File: config.mk
export PLATFORM = sky130hd
export DESIGN_NAME = retospect_lif_core
export DESIGN_NICKNAME = d
export VERILOG_FILES = /design/src/rtl/retospect_lif_core.sv
export SDC_FILE = /design/constraint.sdc
export NUM_CORES = 1
export LEC_CHECK = 0
export ABC_AREA = 1
export BUFFER_PORTS_ARGS = -buffer_cell sky130_fd_sc_hd__buf_2
export CAP_MARGIN = 20
export CORE_ASPECT_RATIO = 0.5
export CORE_MARGIN = 2
export CORE_UTILIZATION = 38
export CTS_BUF_LIST = sky130_fd_sc_hd__clkbuf_4 sky130_fd_sc_hd__clkbuf_8
export DETAILED_ROUTE_END_ITERATION = 6
export SLEW_MARGIN = 20
export SYNTH_ARGS = -nofsm -noshare
export SYNTH_HDL_FRONTEND = slang
export SYNTH_SLANG_ARGS = --single-unit
File: constraint.sdc
create_clock -name clk -period 6.8 [get_ports clk]
set_input_delay 0.34 -clock clk [delete_from_list [all_inputs] [get_ports clk]]
set_output_delay 0.34 -clock clk [all_outputs]
set_load 0.05 [all_outputs]
File: src/rtl/retospect_lif_core.sv
// Leaky integrate-and-fire neuron: weighted spike integration, tick-driven decay, threshold fire, refractory hold.
// Latency: in_spk sampled at edge N produces spike_out high from edge N to edge N+1 (one registered stage).
// Backpressure: none; config_en freezes all dynamic state and suppresses spike_out while configuration shifts.
module retospect_lif_core #(
   parameter int W_BITS         = 3,
   parameter int UT_BITS        = 4,
   parameter int MEM_BITS       = 6,
   parameter int REFRACT_CYCLES = 2
) (
   input  logic                clk,
   input  logic                reset,
   input  logic                reset_nn,
   input  logic                config_en,
   input  logic [W_BITS-1:0]   w1,
   input  logic [W_BITS-1:0]   w2,
   input  logic [W_BITS-1:0]   w3,
   input  logic [W_BITS-1:0]   w4,
   input  logic [UT_BITS-1:0]  u_t,
   input  logic [2:0]          decay_sel,
   input  logic [7:0]          clockbus,
   input  logic [3:0]          in_spk,
   output logic                spike_out,
   output logic [MEM_BITS-1:0] membrane,
   output logic [7:0]          spike_count,
   output logic                refractory
);

   // Two extra bits hold the signed sum of membrane plus worst-case synaptic drive.
   localparam int SUM_BITS = MEM_BITS + 2;
   localparam int CNT_BITS = (REFRACT_CYCLES < 2) ? 1 : $clog2(REFRACT_CYCLES + 1);
   localparam logic [MEM_BITS-1:0] MEM_MAX  = '1;
   localparam logic [CNT_BITS-1:0] CNT_LOAD = CNT_BITS'(REFRACT_CYCLES);
   localparam logic [CNT_BITS-1:0] CNT_ONE  = CNT_BITS'(1);

   typedef enum logic {
      ST_INTEGRATE = 1'b0,
      ST_REFRACT   = 1'b1
   } state_t;

   state_t                   state_q, state_d;
   logic [CNT_BITS-1:0]      cnt_q, cnt_d;
   logic [MEM_BITS-1:0]      membrane_q, membrane_d;
   logic                     spike_q, spike_d;
   logic [7:0]               count_q, count_d;

   logic signed [SUM_BITS-1:0] syn;
   logic signed [SUM_BITS-1:0] dec;
   logic signed [SUM_BITS-1:0] sum;
   logic [MEM_BITS-1:0]        nxt;
   logic [MEM_BITS-1:0]        ut_ext;
   logic                       fire_hit;

   function automatic logic signed [SUM_BITS-1:0] sext_w(input logic [W_BITS-1:0] w);
      sext_w = {{(SUM_BITS - W_BITS){w[W_BITS-1]}}, w};
   endfunction

   // Candidate next membrane: add active weights, subtract one decay tick, clamp to the unsigned range.
   always_comb begin
      syn = '0;
      if (in_spk[0]) syn = syn + sext_w(w1);
      if (in_spk[1]) syn = syn + sext_w(w2);
      if (in_spk[2]) syn = syn + sext_w(w3);
      if (in_spk[3]) syn = syn + sext_w(w4);
      dec = {{(SUM_BITS - 1){1'b0}}, (clockbus[decay_sel] && (membrane_q != '0))};
      sum = $signed({2'b00, membrane_q}) + syn - dec;
      if (sum[SUM_BITS-1])
         nxt = '0;
      else if (sum > $signed({2'b00, MEM_MAX}))
         nxt = MEM_MAX;
      else
         nxt = sum[MEM_BITS-1:0];
      ut_ext   = {{(MEM_BITS - UT_BITS){1'b0}}, u_t};
      fire_hit = (nxt >= ut_ext);
   end

   // State register: async reset wins over everything, including an in-progress refractory period.
   always_ff @(posedge clk or posedge reset) begin
      if (reset) begin
         state_q    <= ST_INTEGRATE;
         cnt_q      <= '0;
         membrane_q <= '0;
         spike_q    <= 1'b0;
         count_q    <= '0;
      end else begin
         state_q    <= state_d;
         cnt_q      <= cnt_d;
         membrane_q <= membrane_d;
         spike_q    <= spike_d;
         count_q    <= count_d;
      end
   end

   // Next-state: network reset, then configuration freeze, then integrate/refractory behaviour.
   always_comb begin
      state_d    = state_q;
      cnt_d      = cnt_q;
      membrane_d = membrane_q;
      spike_d    = 1'b0;
      count_d    = count_q;
      if (reset_nn) begin
         state_d    = ST_INTEGRATE;
         cnt_d      = '0;
         membrane_d = '0;
         count_d    = '0;
      end else if (config_en) begin
         spike_d = 1'b0;
      end else begin
         case (state_q)
            ST_INTEGRATE: begin
               if (fire_hit) begin
                  state_d    = ST_REFRACT;
                  cnt_d      = CNT_LOAD;
                  membrane_d = '0;
                  spike_d    = 1'b1;
                  if (count_q != 8'hFF) count_d = count_q + 8'd1;
               end else begin
                  membrane_d = nxt;
               end
            end
            ST_REFRACT: begin
               membrane_d = '0;
               if (cnt_q <= CNT_ONE) begin
                  state_d = ST_INTEGRATE;
                  cnt_d   = '0;
               end else begin
                  cnt_d = cnt_q - CNT_ONE;
               end
            end
            default: begin
               state_d = ST_INTEGRATE;
               cnt_d   = '0;
            end
         endcase
      end
   end

   // Outputs are taken straight from registers; refractory decodes the state.
   always_comb begin
      spike_out   = spike_q;
      membrane    = membrane_q;
      spike_count = count_q;
      refractory  = (state_q == ST_REFRACT);
   end

endmodule
==> results of run 1 <==
-- cell usage in the layout (no fill, tap or decap), types with 4 or more instances in the layout --
| master | n |
|---|---|
| o21ai_1 | 5 |
| o22ai_1 | 4 |
| nand4_1 | 12 |
| xnor2_1 | 4 |
| nand2_1 | 97 |
| nor2_1 | 20 |
| nand2_4 | 4 |
| inv_1 | 81 |
| buf_2 | 50 |
| dfrtp_1 | 18 |
| ha_4 | 5 |
| nand2_2 | 8 |
| buf_4 | 11 |
| xor2_1 | 12 |
| o21ai_0 | 17 |
| fa_1 | 6 |
| a21oi_1 | 12 |
| nand3_1 | 23 |
| clkbuf_8 | 4 |
| ha_1 | 30 |
-- worst max-delay path by stage --
| stage | start | to | slack, ns | cells after the start |
|---|---|---|---|---|
| 2_1_floorplan | w1[2] | refractory$_DFFE_PP0N_ | 0.46 | 44 |
| 3_3_place_gp | in_spk[0] | spike_count[4]$_DFFE_PP0P_ | 0.02 | 45 |
| 3_5_place_dp | in_spk[0] | spike_count[1]$_DFFE_PP0P_ | -0.03 | 45 |
| 4_1_cts | in_spk[0] | spike_count[1]$_DFFE_PP0P_ | 0.22 | 45 |
| 5_1_grt | in_spk[0] | spike_count[1]$_DFFE_PP0P_ | -0.02 | 47 |
| 6_report | in_spk[0] | spike_count[1]$_DFFE_PP0P_ | 0.56 | 47 |
-- cells in the mapped netlist, types with 6 or more instances --
cell | instances | area (sq um)
fa_1 | 6 | 120.1
o21ai_0 | 25 | 125.1
nor2_1 | 20 | 75.07
ha_1 | 35 | 437.9
nand3_1 | 24 | 120.1
nand2_2 | 7 | 43.79
nand4_1 | 12 | 75.07
a21oi_1 | 15 | 75.07
nand2_1 | 98 | 367.9
dfrtp_1 | 18 | 450.4
xor2_1 | 12 | 105.1
inv_1 | 81 | 304.0
-- routing by layer --
metal | GRT usage (%) | vias to the layer above | share of wire (%)
li1 | - | 1389 | -
met1 | 21.14 | 1119 | 50
met2 | 27.74 | 43 | 46
met3 | 1.004 | 5 | 3.2
met4 | 4.741 | 0 | 1.2
met5 | 0 | - | 0
-- critical path: cells and delay by family --
| kind | cells | cell delay (ns) |
|---|---|---|
| AND/OR/NAND/NOR | 16 | 1.11 |
| AO/OA/AOI/OAI | 13 | 1.84 |
| XOR/XNOR | 2 | 0.22 |
| buffers and inverters | 9 | 0.80 |
| adder cells (fa/ha/maj) | 7 | 2.15 |
-- kinds of logic after synthesis --
family | after synthesis
simple gates | 174
xor+xnor | 17
compound gates | 57
fa+ha+maj | 41
flops | 18
buf+inv | 87
-- layout make-up --
cell class	count	area (sq um)	share of cell area (%)
Multi-Input combinational cell	289	1937	60.42
Sequential cell	18	450.4	14.05
Clock buffer	4	55.05	1.717
Inverter	84	315.3	9.836
Tap cell	92	115.1	3.591
Timing Repair Buffer	61	332.8	10.38
-- where the power goes --
group          switching [mW]  internal [mW]
combinational           0.481          0.313
clock                  0.0367         0.0515
sequential             0.0256          0.130
-- sequential cells by signal, indices dropped and copies added (netlist names) --
name	cells
cnt_q	2
spike_out	1
spike_count	8
membrane	6
refractory	1
-- stage by stage --
| stage | hold WS (ns) | instance area, sq um | cells | TNS [ns] | setup slack (ns) |
|---|---|---|---|---|---|
| final | 0.1695 | 3206 | 548 | 0 | 0.5578 |
| after global routing | 0.2560 | 3206 | 548 | -0.06091 | -0.01977 |
| after CTS | 0.1984 | 3085 | 546 | 0 | 0.2168 |
| after detailed placement | 0.4840 | 3030 | 542 | -0.2182 | -0.03191 |
| after global placement | 0.4897 | 3030 | 542 | 0 | 0.02047 |
| after floorplan | 0.2786 | 2616 | 394 | 0 | 0.4551 |
-- what timing repair did --
item | in CTS | in global routing
gates resized for setup | 0 | 24
buffers inserted | 0 | 2
endpoints found under the setup margin | 0 | 16
==> reports/results.tsv, run 1 <==
stage	metric	value	unit
status	status	completed	
die	Rows	21	
die	Die W	121.3	um
route	DRC	0	
setup_path	Arr. time, crit path	6.44	ns
die	die area	7605	sq um
setup_path	crit end category	flip-flop	
setup_path	CP most frequent cell	nand2_1	
placed_design	global placement routability congestion	0.7749	
timing	fin crit period	6.242	ns
setup_path	cell at the slowest stage of the critical path	fa_1	
flow_run	max-cap viol count	0	
die	Ports	51	
timing	Fin. Hold Viols	0	
clocking	clock root buffer	clkbuf_8	
clocking	cts-stage hold buffer count	0	
setup_path	Setup CP Type	input port to flip-flop	
yosys	Syn Std Cell Area	2616	sq um
clocking	CTS tree	built	
route	Initial DRC Count	153	
global_routing	vias in the first global route	2331	
clocking	total CTS buffers	3	
cells_and_area	fillcell total	704	
yosys	Compound-Gate Fraction of Synth Area	12.82	%
cells_and_area	fin nets	533	
setup_path	R2R Setup Slk	2.65	ns
clocking	Max Root-Sink Buffers	2	
setup_path	reg2reg end	spike_count[1]$_DFFE_PP0P_	
timing	Worst Skew	0.003371	ns
yosys	synthesized flop and latch total	18	
route	Post-DRT Antenna Nets	0	
global_routing	first-pass GRT wire length	10070	um
yosys	Post-synth EDFFs	0	
setup_path	worst-path fanout max	8	
die	Initial Util	39.20	%
setup_path	Startpoint Class	input port	
clocking	CTS Sinks	18	
clocking	Clock transition at path regs	0.07	ns
timing	worst slew pin tran	0.7741	ns
timing	Setup violations, final	0	
route	vias per cell	4.664	
timing	Final period util	91.80	%
setup_path	WP data required	7.00	ns
yosys	sequential cell area fraction in the yosys report	17.22	%
setup_path	max incr delay on CP	0.46	ns
placed_design	Post-DP HPWL	4836	um
route	Total Wirelength	5817	um
route	drt first pass iters	4	
cells_and_area	Final Core Density	48.03	%
yosys	FFs w/ async S/R, synth	100.0	%
yosys	net count after synthesis	470	
pwr	pwr/cell area	323.7	nW/um^2
global_routing	largest net degree at the start of global routing	19	
yosys	Post-Synth Simple-Gate Area	30.18	%
clocking	latest clock arrival within the worst-skew pair	0.26	ns
setup_path	reg2reg start	membrane[0]$_DFFE_PP0N_	
yosys	Post-Synth Adder-Cell Area	21.33	%
route	Via Count	2556	
yosys	syn_area_per_cell	6.640	sq um
yosys	post-synth cell types	33	
yosys	XOR/XNOR share of the synthesized area	5.691	%
global_routing	GRT overflow	0	
pwr	maximum VDD drop	0.1314	mV
setup_path	worst r2r path cells	23	
global_routing	Overall Global Routing Usage	15.87	%
cells_and_area	Area growth, synth to finish	22.52	%
pwr	leakage	1.867	nW
timing	Max Fclk	160.2	MHz
pwr	total chip power	1.038	mW
hold_path	hold crit path type	input port to asynchronous set/reset pin	
placed_design	port bufs	50	
timing	max_slew headroom	48.08	%
yosys	main combinational cell family by area after synthesis	simple AND/OR/NAND/NOR gates	
global_routing	initial antenna violation count	0	
die	Die Y	62.67	um
timing	Max Slew Vio Count	0	
yosys	Synth warnings	0	
yosys	predominant post-synthesis flop cell	dfrtp_1	
clocking	H-tree levels	1	
yosys	Syn Inst Count	394	
cells_and_area	n_diodes	0	
die	core area	6674	sq um
route	drt wl/cell	10.61	um
cells_and_area	share of layout cells above drive strength 1	21.49	%
yosys	mux share of post-synthesis cell area	0	%
(Power assumes the default switching activity.)
==> inputs of run 2 (changes only) <==
CORE_UTILIZATION = 62   (was 38)
PLACE_DENSITY = 0.88   (was not set)
==> reports/results.tsv, run 2 (synthesis results as in run 1) <==
stage	metric	value	unit	change
hold_path	hold crit path type	input port to asynchronous set/reset pin		
placed_design	Post-DP HPWL	5117	um	+5.8%
placed_design	port bufs	50		unchanged
setup_path	Setup CP Type	input port to flip-flop		
setup_path	reg2reg end	spike_count[1]$_DFFE_PP0P_		
setup_path	worst r2r path cells	25		+8.7%
pwr	pwr/cell area	340.8	nW/um^2	+5.3%
timing	Setup violations, final	0		unchanged
clocking	CTS Sinks	18		unchanged
route	drt wl/cell	12.58	um	+18%
route	drt first pass iters	4		unchanged
route	vias per cell	5.410		+16%
timing	Max Slew Vio Count	0		unchanged
die	Rows	16		-24%
clocking	total CTS buffers	3		unchanged
setup_path	reg2reg start	membrane[0]$_DFFE_PP0N_		
setup_path	worst-path fanout max	8		unchanged
cells_and_area	fillcell total	292		-59%
global_routing	GR Util met2	55.48	%	+28 points
clocking	latest clock arrival within the worst-skew pair	0.26	ns	about the same
route	Post-DRT Antenna Nets	0		unchanged
placed_design	placed cell count	497		-8.3%
setup_path	WP data required	7.00	ns	about the same
cells_and_area	most frequent cells in the layout	nand2_1 (96), inv_1 (79), buf_2 (50), ha_1 (28), nand3_1 (23)		
clocking	cts-stage hold buffer count	0		unchanged
timing	Max Fclk	157.3	MHz	-1.8%
cells_and_area	fin nets	530		-0.56%
cells_and_area	Area growth, synth to finish	19.80	%	
global_routing	initial antenna violation count	0		unchanged
cells_and_area	share of layout cells above drive strength 1	21.63	%	+0.14 points
setup_path	Startpoint Class	input port		
cells_and_area	max reg flops	8		unchanged
setup_path	R2R Setup Slk	2.51	ns	-0.14 ns
route	Via Count	2743		+7.3%
die	Die Y	49.94	um	-20%
setup_path	cell at the slowest stage of the critical path	fa_1		
global_routing	Most Crowded Layer GR	met2		
die	die area	4787	sq um	-37%
clocking	clock root buffer	clkbuf_8		
timing	Fin. Hold Viols	0		unchanged
pwr	maximum VDD drop	0.1747	mV	+33%
cells_and_area	most common cell after layout, fill and taps aside	nand2_1		
setup_path	Arr. time, crit path	6.56	ns	+0.12 ns
timing	max_slew headroom	46.88	%	-1.2 points
die	core area	3984	sq um	-40%
die	Die W	95.87	um	-21%
setup_path	crit end category	flip-flop		
status	status	completed		
route	Initial DRC Count	98		-36%
cells_and_area	final non-filler cell total	507		-7.5%
clocking	Max Root-Sink Buffers	2		unchanged
die	Ports	51		unchanged
clocking	H-tree levels	1		unchanged
setup_path	Critical path origin	in_spk[0]		
timing	worst slew pin tran	0.7921	ns	+0.01802 ns
pwr	leakage	1.842	nW	-1.4%
timing	Hold WS	0.1648	ns	-0.004653 ns
placed_design	global placement routability congestion	0.9635		+24%
route	DRC	0		unchanged
global_routing	Overall Global Routing Usage	27.23	%	+11 points
clocking	CTS tree	built		
setup_path	max incr delay on CP	0.49	ns	+0.03 ns
clocking	Clock transition at path regs	0.07	ns	about the same
timing	fin crit period	6.358	ns	+0.1160 ns
global_routing	GRT overflow	0		unchanged
global_routing	first-pass GRT wire length	10510	um	+4.3%
timing	Worst Skew	0.001952	ns	-0.001419 ns
flow_run	max-cap viol count	0		unchanged
timing	Final period util	93.50	%	+1.7 points
cells_and_area	n_diodes	0		unchanged
global_routing	vias in the first global route	2614		+12%
placed_design	Placement Cell Area	2930	sq um	-3.3%
setup_path	CP most frequent cell	nand2_1		
cells_and_area	Final Cell Area	3134	sq um	-2.2%
route	Total Wirelength	6376	um	+9.6%
cells_and_area	Final Core Density	78.67	%	+31 points
die	Initial Util	65.67	%	+26 points
global_routing	largest net degree at the start of global routing	19		unchanged
global_routing	met3 Use GR	1.835	%	+0.83 points
global_routing	GR Util met1	29.86	%	+8.7 points
[run 2: layer usage]
| metal | routed length (um) | vias up |
|---|---|---|
| li1 | - | 1388 |
| met1 | 2611 | 1262 |
| met2 | 3381 | 78 |
| met3 | 268 | 15 |
| met4 | 114 | 0 |
| met5 | 0 | - |
[run 2: repair_timing]
action / CTS / global route
cloned: 0 / 0
endpoints found under the setup margin: 15 / 16
resized for setup: 1 / 29
pin swaps: 0 / 15
setup buffers: 0 / 6
[run 2: worst max-delay path by stage]
stage / end
floorplan: refractory$_DFFE_PP0N_
global placement: spike_count[4]$_DFFE_PP0P_
detailed placement: spike_count[1]$_DFFE_PP0P_
CTS: spike_count[1]$_DFFE_PP0P_
global route: spike_count[2]$_DFFE_PP0P_
finish: spike_count[1]$_DFFE_PP0P_
[run 2: per-stage QoR]
step	setup WS, ns	TNS (ns)	power, mW
after floorplan	0.4551	0	0.7398
after global placement	-0.05786	-0.4987	0.8683
after detailed placement	-0.3790	-4.915	0.9070
after CTS	0.02107	0	1.000
after global routing	-0.08529	-0.7507	1.169
final	0.4418	0	1.068
[run 2: where the power goes]
group	leakage [nW]	switching, mW	internal (mW)	total [mW]
registers	0.247	0.0269	0.129	0.156
logic	1.57	0.511	0.310	0.820
clock network	0.0288	0.0397	0.0516	0.0913
total	1.84	0.577	0.491	1.07
[run 2: critical path: cells and delay by family]
kind | cells | cell delay [ns]
adder cells (fa/ha/maj) | 8 | 2.46
AO/OA/AOI/OAI | 11 | 1.62
AND/OR/NAND/NOR | 11 | 0.83
buffers and inverters | 9 | 0.78
XOR/XNOR | 3 | 0.53
[run 2: area by class of cell]
type | instances | area (sq um) | share of cell area [%]
well taps | 54 | 67.56 | 2.156
clock buffers | 4 | 55.05 | 1.756
repair buffers | 58 | 310.3 | 9.900
multi-input cells | 289 | 1933 | 61.68
flip-flops and latches | 18 | 450.4 | 14.37
inverters | 84 | 317.8 | 10.14
